`src/rtl/tx_delay_pulser_if.sv`:
```
// Control, LUT-write and pulse-output bundle of the per-channel transmit delay pulser.
// The master side drives fire/LUT writes; the slave side (the pulser) drives the pulses and status.
interface tx_delay_pulser_if #(
    parameter int DLY_WD  = 12,
    parameter int ADDR_WD = 7,
    parameter int HALF_WD = 6,
    parameter int NCYC_WD = 4
);
    logic [ADDR_WD-1:0] lut_addr;
    logic [DLY_WD-1:0]  lut_wdata;
    logic               lut_we;
    logic               fire;
    logic [ADDR_WD-1:0] line_addr;
    logic [HALF_WD-1:0] half_period;
    logic [NCYC_WD-1:0] n_cycles;
    logic               pulse_p;
    logic               pulse_n;
    logic               tx_en;
    logic               busy;
    logic               done;

    modport master (
        output lut_addr, lut_wdata, lut_we, fire, line_addr, half_period, n_cycles,
        input  pulse_p, pulse_n, tx_en, busy, done
    );

    modport slave (
        input  lut_addr, lut_wdata, lut_we, fire, line_addr, half_period, n_cycles,
        output pulse_p, pulse_n, tx_en, busy, done
    );
endinterface

```
`src/rtl/tx_delay_pulser.sv`:
```
// Per-channel transmit focusing: look up the scan-line delay, wait it out, then fire a
// bipolar burst of n_cycles periods (2*half_period clocks each) while holding tx_en high.
module tx_delay_pulser #(
    parameter int DLY_WD  = 12,
    parameter int ADDR_WD = 7,
    parameter int HALF_WD = 6,
    parameter int NCYC_WD = 4
) (
    input  logic               clk,
    input  logic               rst,
    tx_delay_pulser_if.slave   bus
);
    typedef enum logic [2:0] {
        IDLE   = 3'd0,
        LOOKUP = 3'd1,
        DELAY  = 3'd2,
        PULSE  = 3'd3,
        DONE   = 3'd4
    } state_t;

    state_t state, state_nxt;

    logic [DLY_WD-1:0]  lut [2**ADDR_WD];
    logic [DLY_WD-1:0]  rd_data;
    logic [ADDR_WD-1:0] rd_addr;

    logic [ADDR_WD-1:0] line_q,   line_nxt;
    logic [HALF_WD-1:0] half_q,   half_nxt;
    logic [NCYC_WD-1:0] ncyc_q,   ncyc_nxt;
    logic [DLY_WD-1:0]  dly_cnt,  dly_nxt;
    logic [HALF_WD-1:0] half_cnt, half_cnt_nxt;
    logic               phase,    phase_nxt;
    logic [NCYC_WD-1:0] cyc_cnt,  cyc_cnt_nxt;
    logic               pulse_p_q, pulse_p_nxt;
    logic               pulse_n_q, pulse_n_nxt;

    // The read is launched on the accepting edge so the delay is ready to load at the end of LOOKUP.
    assign rd_addr = (state == IDLE) ? bus.line_addr : line_q;

    // NOTE: the delay table is deliberately left out of reset so focusing survives a shot abort;
    // the read register reads before the same-edge write, so a write never affects a read in flight.
    always_ff @(posedge clk) begin
        if (bus.lut_we) begin
            lut[bus.lut_addr] <= bus.lut_wdata;
        end
        rd_data <= lut[rd_addr];
    end

    // NOTE: every state element uses non-blocking assignment so all registers update together.
    always_ff @(posedge clk) begin
        if (rst) begin
            state     <= IDLE;
            line_q    <= '0;
            half_q    <= '0;
            ncyc_q    <= '0;
            dly_cnt   <= '0;
            half_cnt  <= '0;
            phase     <= 1'b0;
            cyc_cnt   <= '0;
            pulse_p_q <= 1'b0;
            pulse_n_q <= 1'b0;
        end else begin
            state     <= state_nxt;
            line_q    <= line_nxt;
            half_q    <= half_nxt;
            ncyc_q    <= ncyc_nxt;
            dly_cnt   <= dly_nxt;
            half_cnt  <= half_cnt_nxt;
            phase     <= phase_nxt;
            cyc_cnt   <= cyc_cnt_nxt;
            pulse_p_q <= pulse_p_nxt;
            pulse_n_q <= pulse_n_nxt;
        end
    end

    // NOTE: every signal gets a default first so no path through the case can infer a latch.
    always_comb begin
        state_nxt    = state;
        line_nxt     = line_q;
        half_nxt     = half_q;
        ncyc_nxt     = ncyc_q;
        dly_nxt      = dly_cnt;
        half_cnt_nxt = half_cnt;
        phase_nxt    = phase;
        cyc_cnt_nxt  = cyc_cnt;
        pulse_p_nxt  = 1'b0;
        pulse_n_nxt  = 1'b0;

        unique case (state)
            IDLE: begin
                if (bus.fire) begin
                    line_nxt  = bus.line_addr;
                    half_nxt  = (bus.half_period == '0) ? HALF_WD'(1) : bus.half_period;
                    ncyc_nxt  = bus.n_cycles;
                    state_nxt = LOOKUP;
                end
            end
            LOOKUP: begin
                dly_nxt   = rd_data;
                state_nxt = DELAY;
            end
            DELAY: begin
                // Count down to zero and exit on the zero cycle; no wrap even at the maximum delay.
                if (dly_cnt == '0) begin
                    if (ncyc_q != '0) begin
                        half_cnt_nxt = HALF_WD'(1);
                        phase_nxt    = 1'b0;
                        cyc_cnt_nxt  = NCYC_WD'(1);
                        pulse_p_nxt  = 1'b1;
                        state_nxt    = PULSE;
                    end else begin
                        state_nxt = DONE;
                    end
                end else begin
                    dly_nxt = dly_cnt - DLY_WD'(1);
                end
            end
            PULSE: begin
                pulse_p_nxt = pulse_p_q;
                pulse_n_nxt = pulse_n_q;
                if (half_cnt == half_q) begin
                    half_cnt_nxt = HALF_WD'(1);
                    if (!phase) begin
                        phase_nxt   = 1'b1;
                        pulse_p_nxt = 1'b0;
                        pulse_n_nxt = 1'b1;
                    end else if (cyc_cnt == ncyc_q) begin
                        pulse_p_nxt = 1'b0;
                        pulse_n_nxt = 1'b0;
                        state_nxt   = DONE;
                    end else begin
                        cyc_cnt_nxt = cyc_cnt + NCYC_WD'(1);
                        phase_nxt   = 1'b0;
                        pulse_p_nxt = 1'b1;
                        pulse_n_nxt = 1'b0;
                    end
                end else begin
                    half_cnt_nxt = half_cnt + HALF_WD'(1);
                end
            end
            DONE: begin
                state_nxt = IDLE;
            end
            default: begin
                state_nxt = IDLE;
            end
        endcase
    end

    assign bus.pulse_p = pulse_p_q;
    assign bus.pulse_n = pulse_n_q;
    assign bus.tx_en   = (state == LOOKUP) || (state == DELAY) || (state == PULSE);
    assign bus.busy    = (state != IDLE);
    assign bus.done    = (state == DONE);
endmodule

```
`src/flat_wrapper.sv`:
```
// flat-port wrapper written by rule: the top's interface ports become plain ports
module tx_delay_pulser_flat 
#(
    parameter int DLY_WD  = 12,
    parameter int ADDR_WD = 7,
    parameter int HALF_WD = 6,
    parameter int NCYC_WD = 4
)
  (clk, rst, bus_lut_addr, bus_lut_wdata, bus_lut_we, bus_fire, bus_line_addr, bus_half_period, bus_n_cycles, bus_pulse_p, bus_pulse_n, bus_tx_en, bus_busy, bus_done);
  tx_delay_pulser_if #(.DLY_WD(DLY_WD), .ADDR_WD(ADDR_WD), .HALF_WD(HALF_WD), .NCYC_WD(NCYC_WD)) bus_i ();
  input  logic clk;
  input  logic rst;
  input wire logic [$bits(bus_i.lut_addr)-1:0] bus_lut_addr;
  input wire logic [$bits(bus_i.lut_wdata)-1:0] bus_lut_wdata;
  input wire logic [$bits(bus_i.lut_we)-1:0] bus_lut_we;
  input wire logic [$bits(bus_i.fire)-1:0] bus_fire;
  input wire logic [$bits(bus_i.line_addr)-1:0] bus_line_addr;
  input wire logic [$bits(bus_i.half_period)-1:0] bus_half_period;
  input wire logic [$bits(bus_i.n_cycles)-1:0] bus_n_cycles;
  output wire logic [$bits(bus_i.pulse_p)-1:0] bus_pulse_p;
  output wire logic [$bits(bus_i.pulse_n)-1:0] bus_pulse_n;
  output wire logic [$bits(bus_i.tx_en)-1:0] bus_tx_en;
  output wire logic [$bits(bus_i.busy)-1:0] bus_busy;
  output wire logic [$bits(bus_i.done)-1:0] bus_done;
  assign bus_i.lut_addr = bus_lut_addr;
  assign bus_i.lut_wdata = bus_lut_wdata;
  assign bus_i.lut_we = bus_lut_we;
  assign bus_i.fire = bus_fire;
  assign bus_i.line_addr = bus_line_addr;
  assign bus_i.half_period = bus_half_period;
  assign bus_i.n_cycles = bus_n_cycles;
  assign bus_pulse_p = bus_i.pulse_p;
  assign bus_pulse_n = bus_i.pulse_n;
  assign bus_tx_en = bus_i.tx_en;
  assign bus_busy = bus_i.busy;
  assign bus_done = bus_i.done;
  tx_delay_pulser #(.DLY_WD(DLY_WD), .ADDR_WD(ADDR_WD), .HALF_WD(HALF_WD), .NCYC_WD(NCYC_WD)) u_core (.clk(clk), .rst(rst), .bus(bus_i));
endmodule
```
`config.mk`:
```
export PLATFORM = sky130hd
export DESIGN_NAME = tx_delay_pulser_flat
export DESIGN_NICKNAME = d
export VERILOG_FILES = /design/src/rtl/tx_delay_pulser_if.sv /design/src/rtl/tx_delay_pulser.sv /design/src/flat_wrapper.sv
export SDC_FILE = /design/constraint.sdc
export NUM_CORES = 2
export LEC_CHECK = 0
export CORE_ASPECT_RATIO = 1.1
export CORE_UTILIZATION = 50
export CTS_CLUSTER_SIZE = 12
export DETAILED_ROUTE_END_ITERATION = 16
export DONT_BUFFER_PORTS = 1
export PLACE_DENSITY_LB_ADDON = 0.05
export SLEW_MARGIN = 20
export SYNTH_ARGS = -nofsm -noshare
export SYNTH_HDL_FRONTEND = slang
export SYNTH_SLANG_ARGS = --single-unit
```
`constraint.sdc`:
```
create_clock -name clk -period 8.2 [get_ports clk]
set_input_delay 0.82 -clock clk [delete_from_list [all_inputs] [get_ports clk]]
set_output_delay 0.82 -clock clk [all_outputs]
set_load 0.1 [all_outputs]
```
Word level (Yosys, flattened, before mapping)

Memory sizes are Yosys's and may differ from the RTL's. A register that Yosys moved wholly into a read port is not among the register bits.
Index checks and enable logic that the tools add are counted.

Register bits after elaboration: 45
Bits in writable memories: 1536
Input port bits: 40
Output and inout bits: 5
Word-level logic and storage cells: 81
Memories kept: 1

Memory list:

| memory     | words | width | rd ports | clocked after Yosys merged registers in | wr ports | RTL line              | source |
|---|---|---|---|---|---|---|---|
| u_core.lut | 128   | 12    | 1        | 1                                       | 1        | tx_delay_pulser.sv:23 | `logic [DLY_WD-1:0] lut [2**ADDR_WD];` |

$add $sub $neg: 3
Equal/unequal tests: 14
Multiplexer cells: 36
Bitwise logic cells: 1
Reductions and logical operators: 16

Operators with widths:

| operator                | count |
|---|---|
| $mux W6                 | 4 |
| $pmux W12 S2            | 1 |
| $mux W4                 | 5 |
| $mux W3                 | 6 |
| $mux W1                 | 13 |
| $logic_not A12 Y1       | 1 |
| $mux W12                | 1 |
| $pmux W3 S4             | 1 |
| $pmux W6 S2             | 1 |
| $sub A12 B1 Y12 const B | 1 |
| $ne A2 B1 Y1 const B    | 5 |
| $pmux W4 S2             | 1 |
| $mux W7                 | 1 |
| $add A6 B1 Y6 const B   | 1 |
| $eq A3 B2 Y1 const B    | 2 |
| $eq A6 B6 Y1            | 1 |
| $logic_not A6 Y1        | 1 |
| $ne A2 B2 Y1 const B    | 3 |
| $reduce_and A6 Y1       | 1 |
| $reduce_and A5 Y1       | 1 |
| $add A4 B1 Y4 const B   | 1 |
| $eq A4 B4 Y1            | 1 |
| $pmux W1 S2             | 2 |
| $reduce_and A2 Y1       | 2 |
| other kinds (11)        | 13 |

Logic depth before layout (Yosys ltp)

Depth in word-level cells: 5
Depth in mapped cells: 14
Gate-level depth less buffers: 9

Worst setup path before layout

OpenSTA, ideal clock, no wires.

Path kind: flip-flop to flip-flop
Start point: register u_core.state[0]
End point: register u_core.rd_data[0] (read register of u_core.lut)
Setup time: 0.061 ns
Arrival: 3.175 ns
Required time: 8.139 ns
Setup slack: 4.964 ns
Cell stages (with the launch flop): 11
Path buffers: 3
Period minus slack after synthesis: 3.236 ns
Cell sequence: dfxtp_1 -> buf_6 -> nor3_1 -> inv_2 -> buf_1 -> mux2_2 -> nand2_1 -> clkbuf_1 -> o22ai_1 -> o41ai_1 -> and4_1

Longest elaborated chain between the ends: 2

RTL lines:

| item                     | RTL line              | source |
|---|---|---|
| start: declaration       | tx_delay_pulser.sv:21 | `state_t state, state_nxt;` |
| start signal: assignment | tx_delay_pulser.sv:63 | `state <= state_nxt;` |
| $logic_not A3 Y1         | tx_delay_pulser.sv:38 | `assign rd_addr = (state == IDLE) ? bus.line_addr : line_q;` |
| $mux W7                  | tx_delay_pulser.sv:38 |  |
| end: declaration         | tx_delay_pulser.sv:24 | `logic [DLY_WD-1:0] rd_data;` |

No other way between the ends.
A chain may end at the register's enable or synchronous reset.

Worst setup path in the final report

Start point: register u_core.state[0]
End point: register u_core.rd_data[4] (read register of u_core.lut)

The elaborated chain is that of the path after synthesis.

==> flow_metrics.py <==
metrics = {
    "power": {
        "combPwrFrac_pct": 28.7,
        "leakage_nw": 22.6,
        "p_sw_mw": 7.80,
        "total_power_mw": 22.7,
        "p_sw_share_pct": 34.3,
        "powerDensity_mw_per_mm2": 324,
        "pwr-share-seq_pct": 40.5,
        "ir_worst_vdd_v": 0.000265,
        "p_int_mw": 14.9,
        "pwr-share-clk_pct": 30.7,
    },
    "job": {
        "drv_cap": 0,
    },
    "clock_network": {
        "cts_num_sinks": 1593,
        "post_cts_buffers": 0,
        "cts_max_level": 4,
        "cts_tree": "built",
        "cts_hold_buf": 0,
        "clock_latency_ps": 790,
        "cts_resized": 0,
        "clock_path_buffers": 3,
        "cts_buffers": 165,
        "cts-root-buf": "clkbuf_16",
        "clk_pin_slew_ps": 60,
    },
    "timing": {
        "drv_slew": 0,
        "hold_slack_ps": 96.8,
        "tightest_slew_ps": 1190,
        "fin_worst_skew_ps": 23.4,
        "setup_ws_ps": 2810,
        "layout_worst_path_cycle_share_pct": 65.7,
        "final.setup.tns_ps": 0,
        "fmax_mhz": 186,
        "setup_violations": 0,
        "rsz0062_at_grt": "false",
        "period_needed_ps": 5390,
        "max-slew-margin-rel_pct": 18.8,
        "final_hold_viol_count": 0,
    },
    "finish": {
        "area_delta_synth_final_pct": 11.5,
        "final_util_pct": 56.1,
        "stdcell_count": 6216,
        "drive_gt1_share_pct": 10.6,
        "stdcell_area_mm2": 0.0701,
        "layout.nets": 4490,
    },
    "logic_synthesis": {
        "synth.avg_cell_area_um2": 14.2,
        "yosysTopAreaCell": "edfxtp_1",
        "netlist_area_mm2": 0.0629,
        "synth-async-reset-ratio_pct": 0,
        "yosys_most_used_dff": "edfxtp_1",
        "seq_area_frac_synth_pct": 75.2,
        "yosysTopAreaCellShare_pct": 73.4,
        "synth_edf_count": 1536,
        "synth_area_leaders": "edfxtp_1, nand2_1, a21oi_1",
        "synth_most_common_cell": "edfxtp_1",
        "ys_warn_count": 0,
        "synthesis.nets": 4471,
        "ys_ff_latch": 1593,
        "synth_common_cells": "edfxtp_1, nand2_1, a21oi_1, nor2_1, clkbuf_1",
        "synth_cell_type_count": 66,
        "synth_cells": 4427,
    },
    "detailed_routing": {
        "wirelength_mm": 183,
        "drt_iter0_drc": 4189,
        "ant_nets": 0,
        "drc": 0,
        "viasPerCell": 6.21,
        "first_pass_iters": 6,
        "avgRoutedWirePerCell_um": 29.4,
        "vias": 38600,
    },
    "placed_design": {
        "gp_congestion": 0.835,
        "place_ws_ps": 2850,
        "dpl.hpwl_mm": 104,
        "placed_area_mm2": 0.0652,
        "numPortBuffers": 0,
        "place_inst": 5935,
    },
    "worst_setup_path": {
        "worstPathArrival_ps": 6060,
        "critPathKind": "reg -> reg",
        "cp-end-kind": "flop",
        "cp-start-kind": "flop",
        "required_ps": 8870,
        "path_max_fanout": 126,
    },
    "outcome": {
        "outcome": "finished clean",
    },
    "global_routing": {
        "grt_pass1_wl_mm": 265,
        "grt_overflow_total": 0,
        "grt_pass1_vias": 36700,
        "grt_max_degree": 130,
        "antenna_found_initial": 7,
        "grt_usage_pct": 28.8,
    },
    "floorplan": {
        "die_w_um": 340,
        "die-area_mm2": 0.127,
        "coreArea_mm2": 0.125,
        "row_count": 136,
        "io_pins": 45,
        "start_util_pct": 50.3,
        "die_h_um": 374,
    },
    "worst_hold_path": {
        "hold_path.class": "in -> reg",
    },
}
[power groups by stage]
stage	logic [mW]	registers [mW]	clock network [mW]
floorplan	4.17	9.27	0
global placement	6.44	9.37	0
detailed placement	6.49	9.37	0
CTS	6.51	9.20	7.06
global route	6.96	9.21	7.37
finish	6.53	9.21	6.98
[cell families after synthesis]
family	synth area share (%)
xor+xnor	0.223
mux	2.96
compound gates	10.1
buf+inv	2.09
flops	75.2
fa+ha+maj	0.0796
simple gates	9.34
[layout make-up]
type	count	area (um2)
fillers	10000	54800
flip-flops and latches	1593	47300
multi-input cells	2524	14600
clock buffers	234	4610
well taps	1656	2070
repair buffers	153	1260
clock inverters	43	273
inverters	9	33.8
diodes	4	10.0
[routing by layer]
layer / global-route usage, % / up-vias / routed length (um)
met2: 44.1 / 1560 / 84900
met5: 0 / - / 55
met3: 4.90 / 292 / 13600
met1: 41.9 / 19700 / 78600
met4: 9.69 / 8 / 5810
li1: - / 17000 / -
[path summary, 6_finish.rpt]
check	from	depth (start not counted)	slack, ps	to
setup / recovery	u_core.state[0]$_SDFFE_PP0P_	7	2810	u_core.rd_data[4]$_DFF_P_
hold / removal	rst	1	100	u_core.ncyc_q[3]$_SDFFE_PP0P_
setup reg to reg	u_core.state[0]$_SDFFE_PP0P_	7	2810	u_core.rd_data[4]$_DFF_P_
hold reg to reg	u_core.half_q[2]$_SDFFE_PP0P_	2	470	u_core.half_q[2]$_SDFFE_PP0P_
[state kept, by name (all words and copies together) (netlist names)]
signal / cells
u_core.cyc_cnt: 4
u_core.bus.pulse_n: 1
u_core.line_q: 7
u_core.half_cnt: 6
u_core.state: 3
u_core.ncyc_q: 4
u_core.rd_data: 12
u_core.half_q: 6
u_core.bus.pulse_p: 1
u_core.phase: 1
u_core.dly_cnt: 12
u_core.lut: 1536
[cells in the final DEF (no fill, tap or decap), types with 72 or more instances in the layout]
cell	n
edfxtp_1	1536
nand2_1	909
a21oi_1	400
clkbuf_16	174
nor2_1	142
buf_4	141
a211oi_1	109
a22oi_1	107
nand3_1	89
and3_1	72
[worst max-delay path: stages (launching register included)]
cell and delay [ps]:
dfxtp_1 820, or4b_4 510, and2_4 750, buf_12 550
mux4_2 660, a2111oi_1 950, a222oi_1 490, and4_1 350
No activity file was read; power rests on OpenSTA's default activity.
